**config.mk**
```make
export PLATFORM = sky130hd
export DESIGN_NAME = decoder_seq
export DESIGN_NICKNAME = d
export VERILOG_FILES = /design/src/rtl/decoder_seq_pkg.sv /design/src/rtl/decoder_seq_onehot_dec.sv /design/src/rtl/decoder_seq.sv
export SDC_FILE = /design/constraint.sdc
export NUM_CORES = 1
export LEC_CHECK = 0
export BUFFER_PORTS_ARGS = -buffer_cell sky130_fd_sc_hd__buf_2
export CAP_MARGIN = 15
export CELL_PAD_IN_SITES_DETAIL_PLACEMENT = 1
export CELL_PAD_IN_SITES_GLOBAL_PLACEMENT = 1
export CORE_MARGIN = 1.5
export CORE_UTILIZATION = 38
export DETAILED_ROUTE_END_ITERATION = 10
export PLACE_DENSITY = 0.76
export SETUP_SLACK_MARGIN = 0.05
export SLEW_MARGIN = 40
export SYNTH_ARGS = -nofsm -noshare
export SYNTH_HDL_FRONTEND = slang
export SYNTH_SLANG_ARGS = --single-unit
export TNS_END_PERCENT = 5
```
**constraint.sdc**
```tcl
create_clock -name clk -period 1.6 [get_ports clk]
set_input_delay 0.16 -clock clk [delete_from_list [all_inputs] [get_ports clk]]
set_output_delay 0.16 -clock clk [all_outputs]
set_load 0.01 [all_outputs]
```
**src/rtl/decoder_seq_pkg.sv**
```systemverilog
// decoder_seq_pkg: shared state encoding, mode codes and counter sizing for decoder_seq.
`default_nettype none

package decoder_seq_pkg;

  typedef enum logic [1:0] {
    IDLE  = 2'd0,
    HOLD  = 2'd1,
    PULSE = 2'd2,
    SCAN  = 2'd3
  } state_t;

  localparam logic [1:0] MODE_DIRECT = 2'b00;
  localparam logic [1:0] MODE_PULSE  = 2'b01;
  localparam logic [1:0] MODE_SCAN   = 2'b10;
  localparam logic [1:0] MODE_RSVD   = 2'b11;

  // Sized so the larger of the two limits fits, counting 0..limit-1.
  function automatic int cnt_width(input int pulse_len, input int scan_div);
    int m;
    m = (pulse_len > scan_div) ? pulse_len : scan_div;
    return (m < 1) ? 1 : $clog2(m + 1);
  endfunction

endpackage

`default_nettype wire

```
**src/rtl/decoder_seq_onehot_dec.sv**
```systemverilog
// onehot_dec: combinational IN_W-bit select to 2**IN_W-bit one-hot decoder.
`default_nettype none

module onehot_dec #(
  parameter int IN_W = 2
) (
  input  logic [IN_W-1:0]      sel,
  output logic [2**IN_W-1:0]   dec
);

  for (genvar i = 0; i < 2**IN_W; i++) begin : g_bit
    assign dec[i] = (sel == IN_W'(i));
  end

endmodule

`default_nettype wire

```
**src/rtl/decoder_seq.sv**
```systemverilog
// decoder_seq: registered one-hot decoder with valid/ready input and DIRECT/PULSE/SCAN output modes.
`default_nettype none

module decoder_seq
  import decoder_seq_pkg::*;
#(
  parameter int IN_W      = 2,
  parameter int PULSE_LEN = 4,
  parameter int SCAN_DIV  = 1
) (
  input  logic                 clk,
  input  logic                 rst_n,
  input  logic                 en,
  input  logic [1:0]           mode,
  input  logic                 in_valid,
  output logic                 in_ready,
  input  logic [IN_W-1:0]      sel,
  output logic [2**IN_W-1:0]   out,
  output logic                 out_valid,
  output logic                 busy
);

  localparam int OUT_W = 2**IN_W;
  localparam int CNT_W = cnt_width(PULSE_LEN, SCAN_DIV);
  localparam logic [CNT_W-1:0] PULSE_LAST = CNT_W'(PULSE_LEN - 1);
  localparam logic [CNT_W-1:0] SCAN_LAST  = CNT_W'(SCAN_DIV - 1);

  state_t           state;
  logic [CNT_W-1:0] cnt;
  logic [OUT_W-1:0] dec_out;
  logic             accept;

  onehot_dec #(.IN_W(IN_W)) u_dec (
    .sel (sel),
    .dec (dec_out)
  );

  assign in_ready  = en && (state != PULSE) && (mode != MODE_RSVD);
  assign accept    = in_valid && in_ready;
  assign out_valid = |out;
  assign busy      = (state == PULSE) || (state == SCAN);

  always_ff @(posedge clk or negedge rst_n) begin
    if (!rst_n) begin
      state <= IDLE;
      out   <= '0;
      cnt   <= '0;
    end else if (!en) begin
      state <= IDLE;
      out   <= '0;
      cnt   <= '0;
    end else if (accept) begin
      // Every accept re-seeds from the decoder and restarts the counter.
      out <= dec_out;
      cnt <= '0;
      case (mode)
        MODE_PULSE: state <= PULSE;
        MODE_SCAN:  state <= SCAN;
        default:    state <= HOLD;
      endcase
    end else begin
      case (state)
        PULSE: begin
          if (cnt == PULSE_LAST) begin
            state <= IDLE;
            out   <= '0;
            cnt   <= '0;
          end else begin
            cnt <= cnt + CNT_W'(1);
          end
        end
        SCAN: begin
          if (cnt == SCAN_LAST) begin
            out <= {out[OUT_W-2:0], out[OUT_W-1]};
            cnt <= '0;
          end else begin
            cnt <= cnt + CNT_W'(1);
          end
        end
        default: cnt <= '0;
      endcase
    end
  end

endmodule

`default_nettype wire

```
==> summary.md, run 1 <==
| Metric | Value |
|---|---|
| Status | `complete, no violations` |
| Post-synthesis sequential area ratio | `0.364` |
| Max Clk Rate | `~650 MHz` |
| CTS Root Cell | `clkbuf_4` |
| Total power | `539 uW` |
| Clock skew | `roughly 0.5 ps` |
| Endpoint kind of the worst setup timing path | `flip-flop` |
| Lkg Pwr | `between 0.4 and 0.5 nW` |
| Worst hold path class | `primary input to flip-flop` |
| First-pass DRT Iterations | `2` |
| CTS buffer count | `3` |
| CTS clk-pin slew, worst paths | `approximately 60 ps` |
| Final slew viol count | `0` |
| Top Layer Used | `met4` |
| Fill count | `177` |
| Final Cycle Share | `0.961` |
| Peak supply drop | `0.464 mV` |
| Cell Rows | `14` |
| Largest net degree at the start of global routing | `10` |
| Starting density of the core | `0.406` |
| Critical path arrival | `approximately 1700 ps` |
| H-tree lvl count | `1` |
| EDFF count, synth | `0` |
| Util after Layout | `0.544` |
| Slew HR | `0.800` |
| Synth async-reset ratio | `1.00` |
| Routed Wire Length | `1.54 mm` |
| Final Hold Vio Count | `0` |
| Final setup vio count | `0` |
| Max capacitance violation total | `0` |
| Vias/cell | `5.40` |
| Gate count after technology mapping | `just over 60` |
| Die ar. | `~0.0019 sq mm` |
| Reg2reg end | `out[1]` |
| M1 WL | `around 680 microns` |
| Most common cell after layout, fill and taps aside | `buf_2` |
| PwrDens | `between 600 and 700 mW/mm^2` |
| Total track usage | `0.186` |
| Mapped Nets | `76` |
| Synthesized cell area | `a little over 600 sq um` |
| I/O Buffers | `14` |
| Crit path max-delay cell type | `dfrtp_1` |
| Total core area | `about 0.0015 sq mm` |
| Worst endpoint required time | `about 1800 ps` |
| Setup TNS | `0 ps` |
| Metal2 WL | `about 770 microns` |
| GPL Wtd Cong | `between 0.7 and 0.8` |
| Final #Nets | `98` |
| Vias in the first global route | `567` |
| Layout Cells excl Fill | `99` |
| Initial antenna violation count | `0` |
| Critical path peak fanout | `4` |
| Synth warn | `0` |
| Unrepaired setup endpoints after global routing | `yes` |
| Max stage delay on crit path | `approximately 400 ps` |
| Area of the multi-input gates | `between 400 and 500 sq um` |
| Clk Latency, worst-skew pair | `between 200 and 300 ps` |
| Post-DP HPWL | `approximately 1.1 mm` |
| Worst setup endpoint | `out[1]` |
| FF/Latch Area | `roughly 230 sq um` |
| Area Growth Syn to Fin | `33.7%` |
| Seq cells post-synth | `9` |
| Share of cells above drive strength 1 | `0.458` |
| Most used DFF post-synth | `dfrtp_1` |
| Highest-count cells in the layout ignoring fill and taps | `buf_2, dfrtp_1, inv_1, nand2_1, mux2_4` |
| # IOs | `15` |
| Cell chain of the critical path | `inv_2, ha_4, nand2b_4, and3_4, o21ai_4, mux2_4` |
| Average size of a mapped cell | `roughly 10 sq um` |
| Critical Path Start Type | `flip-flop` |
| # clock sinks | `9` |
| Tmin final | `~1500 ps` |
| Post-synth cell types | `27` |
| Final instance area | `between 800 and 900 sq um` |
| Slew @ Worst Pin | `between 200 and 300 ps` |
| WL/cell | `between 15 and 20 microns` |
| Worst r2r src | `cnt[1]` |
| Dpl cell area | `approximately 700 sq um` |
| Antenna Nets Post-Route | `0` |
| Antenna Cells | `0` |
| Met3 WL | `around 42 microns` |
| Crit Path Class | `flip-flop to flip-flop` |
| Critical Path Start | `cnt[1]` |
| Grt total ovfl | `0` |
| First-pass GRT wire length | `around 2.5 mm` |
| Die H | `between 40 and 50 microns` |
| Setup slack, reg-to-reg | `60 ps` |
| Placed Cells | `between 90 and 100` |
| DRT iter0 DRCs | `2` |
| CTS tree | `done` |
| Die W | `between 40 and 50 microns` |
| Final routed DRC violation total | `0` |
| Total number of vias | `535` |
| Max clock buf depth | `2` |
| FF-to-FF path depth | `6` |
synthesized netlist by cell type (2+ instances only):
library cell / number / area, sq um
o2bb2ai_1: 3 / 26.3
nand3b_1: 2 / 15.0
mux2_2: 4 / 45.0
and2_1: 2 / 12.5
nand2b_1: 3 / 18.8
o22ai_1: 2 / 12.5
a21oi_1: 2 / 10.0
nand3_1: 2 / 10.0
nand2_1: 5 / 18.8
ha_1: 6 / 75.1
inv_1: 7 / 26.3
dfrtp_1: 9 / 225
area by class of cell:
class,count,share of cell area
Multi-Input combinational cell,45,0.517
Sequential cell,9,0.272
Timing Repair Buffer,18,0.124
Clock buffer,4,0.0317
Inverter,7,0.0317
Tap cell,16,0.0242
metal layers:
metal / up-vias / track usage
li1: 258 / -
met1: 262 / 0.246
met2: 10 / 0.293
met3: 5 / 0.0250
met4: 0 / 0.109
met5: - / 0
worst min path at each step:
| stage | startpoint | end | slack (ps) | cells after the start |
|---|---|---|---|---|
| after CTS | en | state[0] | 190 | 2 |
| after global placement | rst_n | out[3] | 20 | 1 |
| after detailed placement | rst_n | out[0] | 20 | 1 |
| after floorplan | rst_n | cnt[0] | -140 | 0 |
| after global routing | en | state[0] | 190 | 2 |
| final | en | state[0] | 200 | 2 |
where the power goes:
part	switching [mW]	total [mW]	internal [mW]
Combinational	0.0572	0.115	0.0574
Sequential	0.0118	0.248	0.236
Clock	0.0802	0.176	0.0962
Total	0.149	0.539	0.390
metrics by stage:
stage          hold slack, ps  setup WS (ps)
6_report                  199           63.2
5_1_grt                   192           24.3
4_1_cts                   186           58.2
3_5_place_dp             18.6           13.2
3_3_place_gp             17.4           38.9
2_1_floorplan            -136            141
critical path, delay by kind of cell, from the launching register on:
family,cells,cell delay [ps]
DFF,1,400
muxes,1,330
AOI/OAI and AO/OA,1,240
and+or+nand+nor,2,230
adders and majority gates,1,140
buffers and inverters,1,80
registers in the layout, indices dropped and copies added (netlist names):
register and cells:
cnt 3, state 2, out 4
kinds of logic after synthesis:
| logic type | after synthesis | share of synthesized area |
|---|---|---|
| fa+ha+maj | 6 | 0.121 |
| buf+inv | 8 | 0.0566 |
| mux | 4 | 0.0727 |
| simple gates | 24 | 0.251 |
| flops | 9 | 0.364 |
| compound gates | 11 | 0.135 |
timing repair:
item	CTS	global route
setup buffers	0	1
hold buffers	1	0
gates resized for setup	9	6
endpoints found under the setup margin	4	6
pin swaps	1	2
hold endpoints to repair	9	0
Power figures use the tool's default switching activity.
==> run 2, diff against run 1 <==
==> constraint.sdc (replaced) <==
create_clock -name clk -period 1.6 [get_ports clk]
set_input_delay 0.08 -clock clk [delete_from_list [all_inputs] [get_ports clk]]
set_output_delay 0.08 -clock clk [all_outputs]
set_load 0.01 [all_outputs]
==> summary.md, run 2 (same netlist as run 1, synthesis figures left out) <==
| Metric | Value |
|---|---|
| Die ar. | `0.00188 sq mm (unchanged)` |
| Flop pwr share | `0.459 (about the same)` |
| Clk Latency, worst-skew pair | `270 ps (about the same)` |
| Slew @ Worst Pin | `263 ps (-36.0 ps)` |
| H-tree lvl count | `1 (unchanged)` |
| Starting density of the core | `0.406 (unchanged)` |
| Area Growth Syn to Fin | `34.3%` |
| Critical path peak fanout | `4 (unchanged)` |
| Total power | `539 uW (about the same)` |
| Cell chain of the critical path | `inv_2, ha_4, nand2b_4, and3_4, o21ai_4, mux2_4` |
| Endpoint kind of the worst setup timing path | `flip-flop` |
| Slew HR | `0.824 (+0.0241)` |
| Max clock buf depth | `2 (unchanged)` |
| Combinational share of power | `0.213 (about the same)` |
| CTS tree | `done` |
| Vias/cell | `5.13 (-5.0%)` |
| Cell Rows | `14 (unchanged)` |
| Max Clk Rate | `649 MHz (-0.25%)` |
| Setup TNS | `0 ps (unchanged)` |
| Most common cell after layout, fill and taps aside | `buf_2` |
| Pre-CTS setup slack | `3.56 ps (-9.60 ps)` |
| Critical path arrival | `1680 ps (about the same)` |
| Internal cell power | `389 uW (about the same)` |
| Die W | `43.4 microns (unchanged)` |
| Final Worst Setup Slack | `59.3 ps (-3.89 ps)` |
| First-pass DRT Iterations | `2 (unchanged)` |
| CTS buffer count | `3 (unchanged)` |
| Final slew viol count | `0 (unchanged)` |
| # IOs | `15 (unchanged)` |
| Largest net degree at the start of global routing | `10 (unchanged)` |
| Die H | `43.4 microns (unchanged)` |
| DRT iter0 DRCs | `4 (+2)` |
| Critical Path Start Type | `flip-flop` |
| Top Registers | `out: 4 flops, cnt: 3 flops, state: 2 flops` |
| Clock power frac | `0.328 (about the same)` |
| Clock skew | `4.78 ps (+4.29 ps)` |
| Layout Cells excl Fill | `99 (unchanged)` |
| Total number of vias | `508 (-5.0%)` |
| Final setup vio count | `0 (unchanged)` |
| Final #Nets | `98 (unchanged)` |
| Crit Path Class | `flip-flop to flip-flop` |
| First-pass GRT wire length | `2.27 mm (-9.1%)` |
| Hold slack | `116 ps (-82.8 ps)` |
| GPL Wtd Cong | `0.717 (-2.3%)` |
| Tmin final | `1540 ps (+3.89 ps)` |
| Worst endpoint required time | `1740 ps (about the same)` |
| Fill count | `170 (-4.0%)` |
| Unrepaired setup endpoints after global routing | `yes` |
| Grt total ovfl | `0 (unchanged)` |
| Max capacitance violation total | `0 (unchanged)` |
| CP delay by family, top | `flip-flops` |
| Placed Cells | `93 (unchanged)` |
| Crit path max-delay cell type | `dfrtp_1` |
| CTS Root Cell | `clkbuf_4` |
| Crit path buf inv count | `1 (unchanged)` |
| Final Hold Vio Count | `0 (unchanged)` |
| WL/cell | `15.2 microns (-2.3%)` |
| NetSw | `150 uW (+0.21%)` |
| Antenna Cells | `0 (unchanged)` |
| Initial antenna violation count | `0 (unchanged)` |
| I/O Buffers | `14 (unchanged)` |
| Lkg Pwr | `0.409 nW (-0.46%)` |
| Reg with most FFs | `out` |
| Status | `complete, no violations` |
| Total track usage | `0.171 (-0.0158)` |
| Share of cells above drive strength 1 | `0.470 (+0.0120)` |
| Vias in the first global route | `523 (-7.8%)` |
| Routed Wire Length | `1.50 mm (-2.3%)` |
| Final Cycle Share | `0.963 (+0.00243)` |
| CTS clk-pin slew, worst paths | `60 ps (about the same)` |
| Worst hold path class | `primary input to flip-flop` |
| Max reg flops | `4 (unchanged)` |
| Max stage delay on crit path | `400 ps (about the same)` |
| Highest-count cells in the layout ignoring fill and taps | `buf_2, dfrtp_1, inv_1, nand2_1, mux2_4` |
| Antenna Nets Post-Route | `0 (unchanged)` |
| Sw Share | `0.277 (+0.000469)` |
| # clock sinks | `9 (unchanged)` |
| Peak supply drop | `0.414 mV (-11%)` |
| Total core area | `0.00152 sq mm (unchanged)` |
| Post-DP HPWL | `1.07 mm (about the same)` |
| PwrDens | `648 mW/mm^2 (-0.41%)` |
| Final routed DRC violation total | `0 (unchanged)` |
run 2: cell counts in the layout (fill, tap and decap cells not counted):
No cell type changed its count.
run 2: what timing repair did:
item,4_1_cts,5_1_grt
gates resized for setup,3,13
setup endpoints to repair,4,6
gates cloned,0,0
pin swaps,1,3
hold buffers,1,0
setup buffers,0,1
endpoints found under the hold margin,9,0
run 2: path summary, 6_finish.rpt:
path,cells past startpoint,slack (ps),from,endpoint
max in group asynchronous,2,1230,rst_n,cnt[1]
hold reg to reg,1,560,out[2],out[2]
hold / removal,2,120,en,state[0]
setup reg to reg,6,60,cnt[0],out[3]
setup / recovery,6,60,cnt[0],out[3]
min in group asynchronous,2,190,rst_n,cnt[0]
run 2: cell type report:
cell class | instances | area (sq um) | area share
Timing Repair Buffer | 18 | 103 | 0.123
Multi-Input combinational cell | 45 | 432 | 0.519
Inverter | 7 | 26.3 | 0.0316
Tap cell | 16 | 20.0 | 0.0241
Sequential cell | 9 | 225 | 0.271
Clock buffer | 4 | 26.3 | 0.0316
run 2: layer usage:
metal	routed length, microns	GRT usage	vias to the layer above
met5	0	0	-
met3	48	0.0417	2
met1	690	0.193	239
met4	23	0.109	0
met2	737	0.287	10
li1	-	-	257
run 2: through the flow:
step                       util  instance area, sq um
after floorplan               -                   619
after global placement    0.470                   716
after detailed placement  0.470                   716
after CTS                 0.505                   769
after global routing      0.546                   832
final                     0.546                   832
run 2: power by group through the flow:
stage,Combinational (mW),Clock [mW],Sequential (mW)
global placement,0.0948,0,0.250
finish,0.115,0.177,0.248
detailed placement,0.0975,0,0.250
CTS,0.106,0.188,0.247
floorplan,0.0542,0,0.250
global route,0.127,0.193,0.248
run 2: worst reg2reg max path, cell delays in order (launching register included):
cell	delay, ps
dfrtp_1	400
inv_2	90
ha_4	130
nand2b_4	50
and3_4	180
o21ai_4	240
mux2_4	330
==> run 3, diff against run 2 <==
--- a/config.mk
+++ b/config.mk
@@ -13,6 +13,7 @@
 export CORE_UTILIZATION = 38
 export DETAILED_ROUTE_END_ITERATION = 10
 export PLACE_DENSITY = 0.76
+export RECOVER_POWER = 50
 export SETUP_SLACK_MARGIN = 0.05
 export SLEW_MARGIN = 40
 export SYNTH_ARGS = -nofsm -noshare
==> summary.md, run 3 (same netlist as run 1, synthesis figures left out) <==
| Metric | Value |
|---|---|
| Antenna Cells | `0 (unchanged)` |
| CTS tree | `done` |
| Max Clk Rate | `650 MHz (+0.12%)` |
| Die W | `43.4 microns (unchanged)` |
| WL/cell | `15.2 microns (+0.13%)` |
| Post-DP HPWL | `1.07 mm (unchanged)` |
| Slew @ Worst Pin | `493 ps (+230 ps)` |
| CP delay by family, top | `flip-flops` |
| Max stage delay on crit path | `400 ps (about the same)` |
| H-tree lvl count | `1 (unchanged)` |
| Worst hold path class | `primary input to flip-flop` |
| Area of the multi-input gates | `432 sq um (unchanged)` |
| Cell Rows | `14 (unchanged)` |
| Share of cells above drive strength 1 | `0.422 (-0.0482)` |
| Setup TNS | `0 ps (unchanged)` |
| Final Hold Vio Count | `0 (unchanged)` |
| DRT iter0 DRCs | `4 (unchanged)` |
| Layout Cells excl Fill | `99 (unchanged)` |
| Final #Nets | `98 (unchanged)` |
| Util after Layout | `0.543 (-0.00328)` |
| Final Worst Setup Slack | `61.1 ps (+1.82 ps)` |
| Critical Path Start Type | `flip-flop` |
| M1 WL | `690 microns (unchanged)` |
| Highest-count cells in the layout ignoring fill and taps | `buf_2, dfrtp_1, inv_1, nand2_1, clkbuf_1` |
| Setup slack, reg-to-reg | `60 ps (about the same)` |
| Largest net degree at the start of global routing | `10 (unchanged)` |
| Final routed DRC violation total | `0 (unchanged)` |
| Reg with most FFs | `out` |
| Die H | `43.4 microns (unchanged)` |
| # IOs | `15 (unchanged)` |
| Peak supply drop | `0.414 mV (about the same)` |
| CTS clk-pin slew, worst paths | `60 ps (about the same)` |
| Metal2 WL | `739 microns (+0.27%)` |
| Worst endpoint required time | `1740 ps (about the same)` |
| Vias/cell | `5.14 (+0.20%)` |
| Combinational share of power | `0.211 (-0.002)` |
| Critical path peak fanout | `4 (unchanged)` |
| First-pass GRT wire length | `2.27 mm (unchanged)` |
| Grt total ovfl | `0 (unchanged)` |
| Total core area | `0.00152 sq mm (unchanged)` |
| Total power | `538 uW (-0.16%)` |
| NetSw | `150 uW (+0.12%)` |
| Pre-CTS setup slack | `3.56 ps (unchanged)` |
| # clock sinks | `9 (unchanged)` |
| Endpoint kind of the worst setup timing path | `flip-flop` |
| Critical path arrival | `1680 ps (about the same)` |
| Final setup vio count | `0 (unchanged)` |
| Crit path buf inv count | `1 (unchanged)` |
| Total track usage | `0.171 (unchanged)` |
| Routed Wire Length | `1.50 mm (+0.13%)` |
| CTS buffer count | `3 (unchanged)` |
| Clock power frac | `0.329 (about the same)` |
| CTS Root Cell | `clkbuf_4` |
| Starting density of the core | `0.406 (unchanged)` |
| PwrDens | `651 mW/mm^2 (+0.44%)` |
| GPL Wtd Cong | `0.717 (unchanged)` |
| Status | `complete, no violations` |
| Tmin final | `1540 ps (-1.82 ps)` |
| Initial antenna violation count | `0 (unchanged)` |
| Antenna Nets Post-Route | `0 (unchanged)` |
| Max reg flops | `4 (unchanged)` |
| Top Registers | `out: 4 flops, cnt: 3 flops, state: 2 flops` |
| Final Cycle Share | `0.962 (-0.00113)` |
| Lkg Pwr | `0.393 nW (-3.8%)` |
| Max capacitance violation total | `0 (unchanged)` |
| Dpl cell area | `716 sq um (unchanged)` |
| Die ar. | `0.00188 sq mm (unchanged)` |
| Vias in the first global route | `523 (unchanged)` |
| Area Growth Syn to Fin | `33.5%` |
| I/O Buffers | `14 (unchanged)` |
| Max clock buf depth | `2 (unchanged)` |
| Sw Share | `0.278 (+0.000779)` |
| FF/Latch Area | `225 sq um (unchanged)` |
| Placed Cells | `93 (unchanged)` |
| Final instance area | `827 sq um (-0.60%)` |
| Top Layer Used | `met4` |
| Hold slack | `116 ps (+0.0190 ps)` |
| Clock skew | `4.75 ps (-0.0234 ps)` |
| Crit Path Class | `flip-flop to flip-flop` |
| Final slew viol count | `0 (unchanged)` |
| Fill count | `174 (+2.4%)` |
| Clk Latency, worst-skew pair | `270 ps (about the same)` |
| Slew HR | `0.671 (-0.152)` |
| Flop pwr share | `0.460 (about the same)` |
| Total number of vias | `509 (+0.20%)` |
| Unrepaired setup endpoints after global routing | `yes` |
| Cell chain of the critical path | `inv_2, ha_4, nand2b_4, and3_4, o21ai_4, mux2_4` |
| Most common cell after layout, fill and taps aside | `buf_2` |
| Internal cell power | `388 uW (-0.27%)` |
| Met3 WL | `48 microns (unchanged)` |
| First-pass DRT Iterations | `2 (unchanged)` |
| Crit path max-delay cell type | `dfrtp_1` |
[run 3: changes by cell type in the layout (fill, tap and decap cells not counted)]
cell	delta
buf_2	-4
clkbuf_1	+4
[run 3: final cells by class]
type,count,area share
clock buffer,4,0.0318
timing repair buffer,18,0.118
multi-input combinational,45,0.522
sequential,9,0.272
tap,16,0.0242
inverter,7,0.0318
[run 3: path summary, 6_finish.rpt]
| kind | to | from | cells after the start |
|---|---|---|---|
| max | out[3] | cnt[0] | 6 |
| min | state[0] | en | 2 |
| max reg2reg | out[3] | cnt[0] | 6 |
| min reg2reg | out[2] | out[2] | 1 |
| max in group asynchronous | cnt[1] | rst_n | 2 |
| min in group asynchronous | cnt[0] | rst_n | 2 |
[run 3: routing by layer]
layer,vias up,global-route usage
met5,-,0
met4,0,0.109
met3,2,0.0417
met2,10,0.287
met1,240,0.193
li1,257,-
[run 3: power by group through the flow]
stage | combinational [mW] | clock, mW | sequential [mW]
3_3_place_gp | 0.0948 | 0 | 0.250
4_1_cts | 0.106 | 0.188 | 0.247
6_report | 0.114 | 0.177 | 0.248
5_1_grt | 0.126 | 0.193 | 0.249
2_1_floorplan | 0.0542 | 0 | 0.250
3_5_place_dp | 0.0975 | 0 | 0.250
[run 3: timing repair]
| action | CTS | global route |
|---|---|---|
| hold buffers | 1 | 0 |
| gates cloned | 0 | 0 |
| pin swaps | 1 | 3 |
| resized for setup | 3 | 13 |
| setup buffers | 0 | 1 |
| hold endpoints to repair | 9 | 0 |
| endpoints found under the setup margin | 4 | 6 |
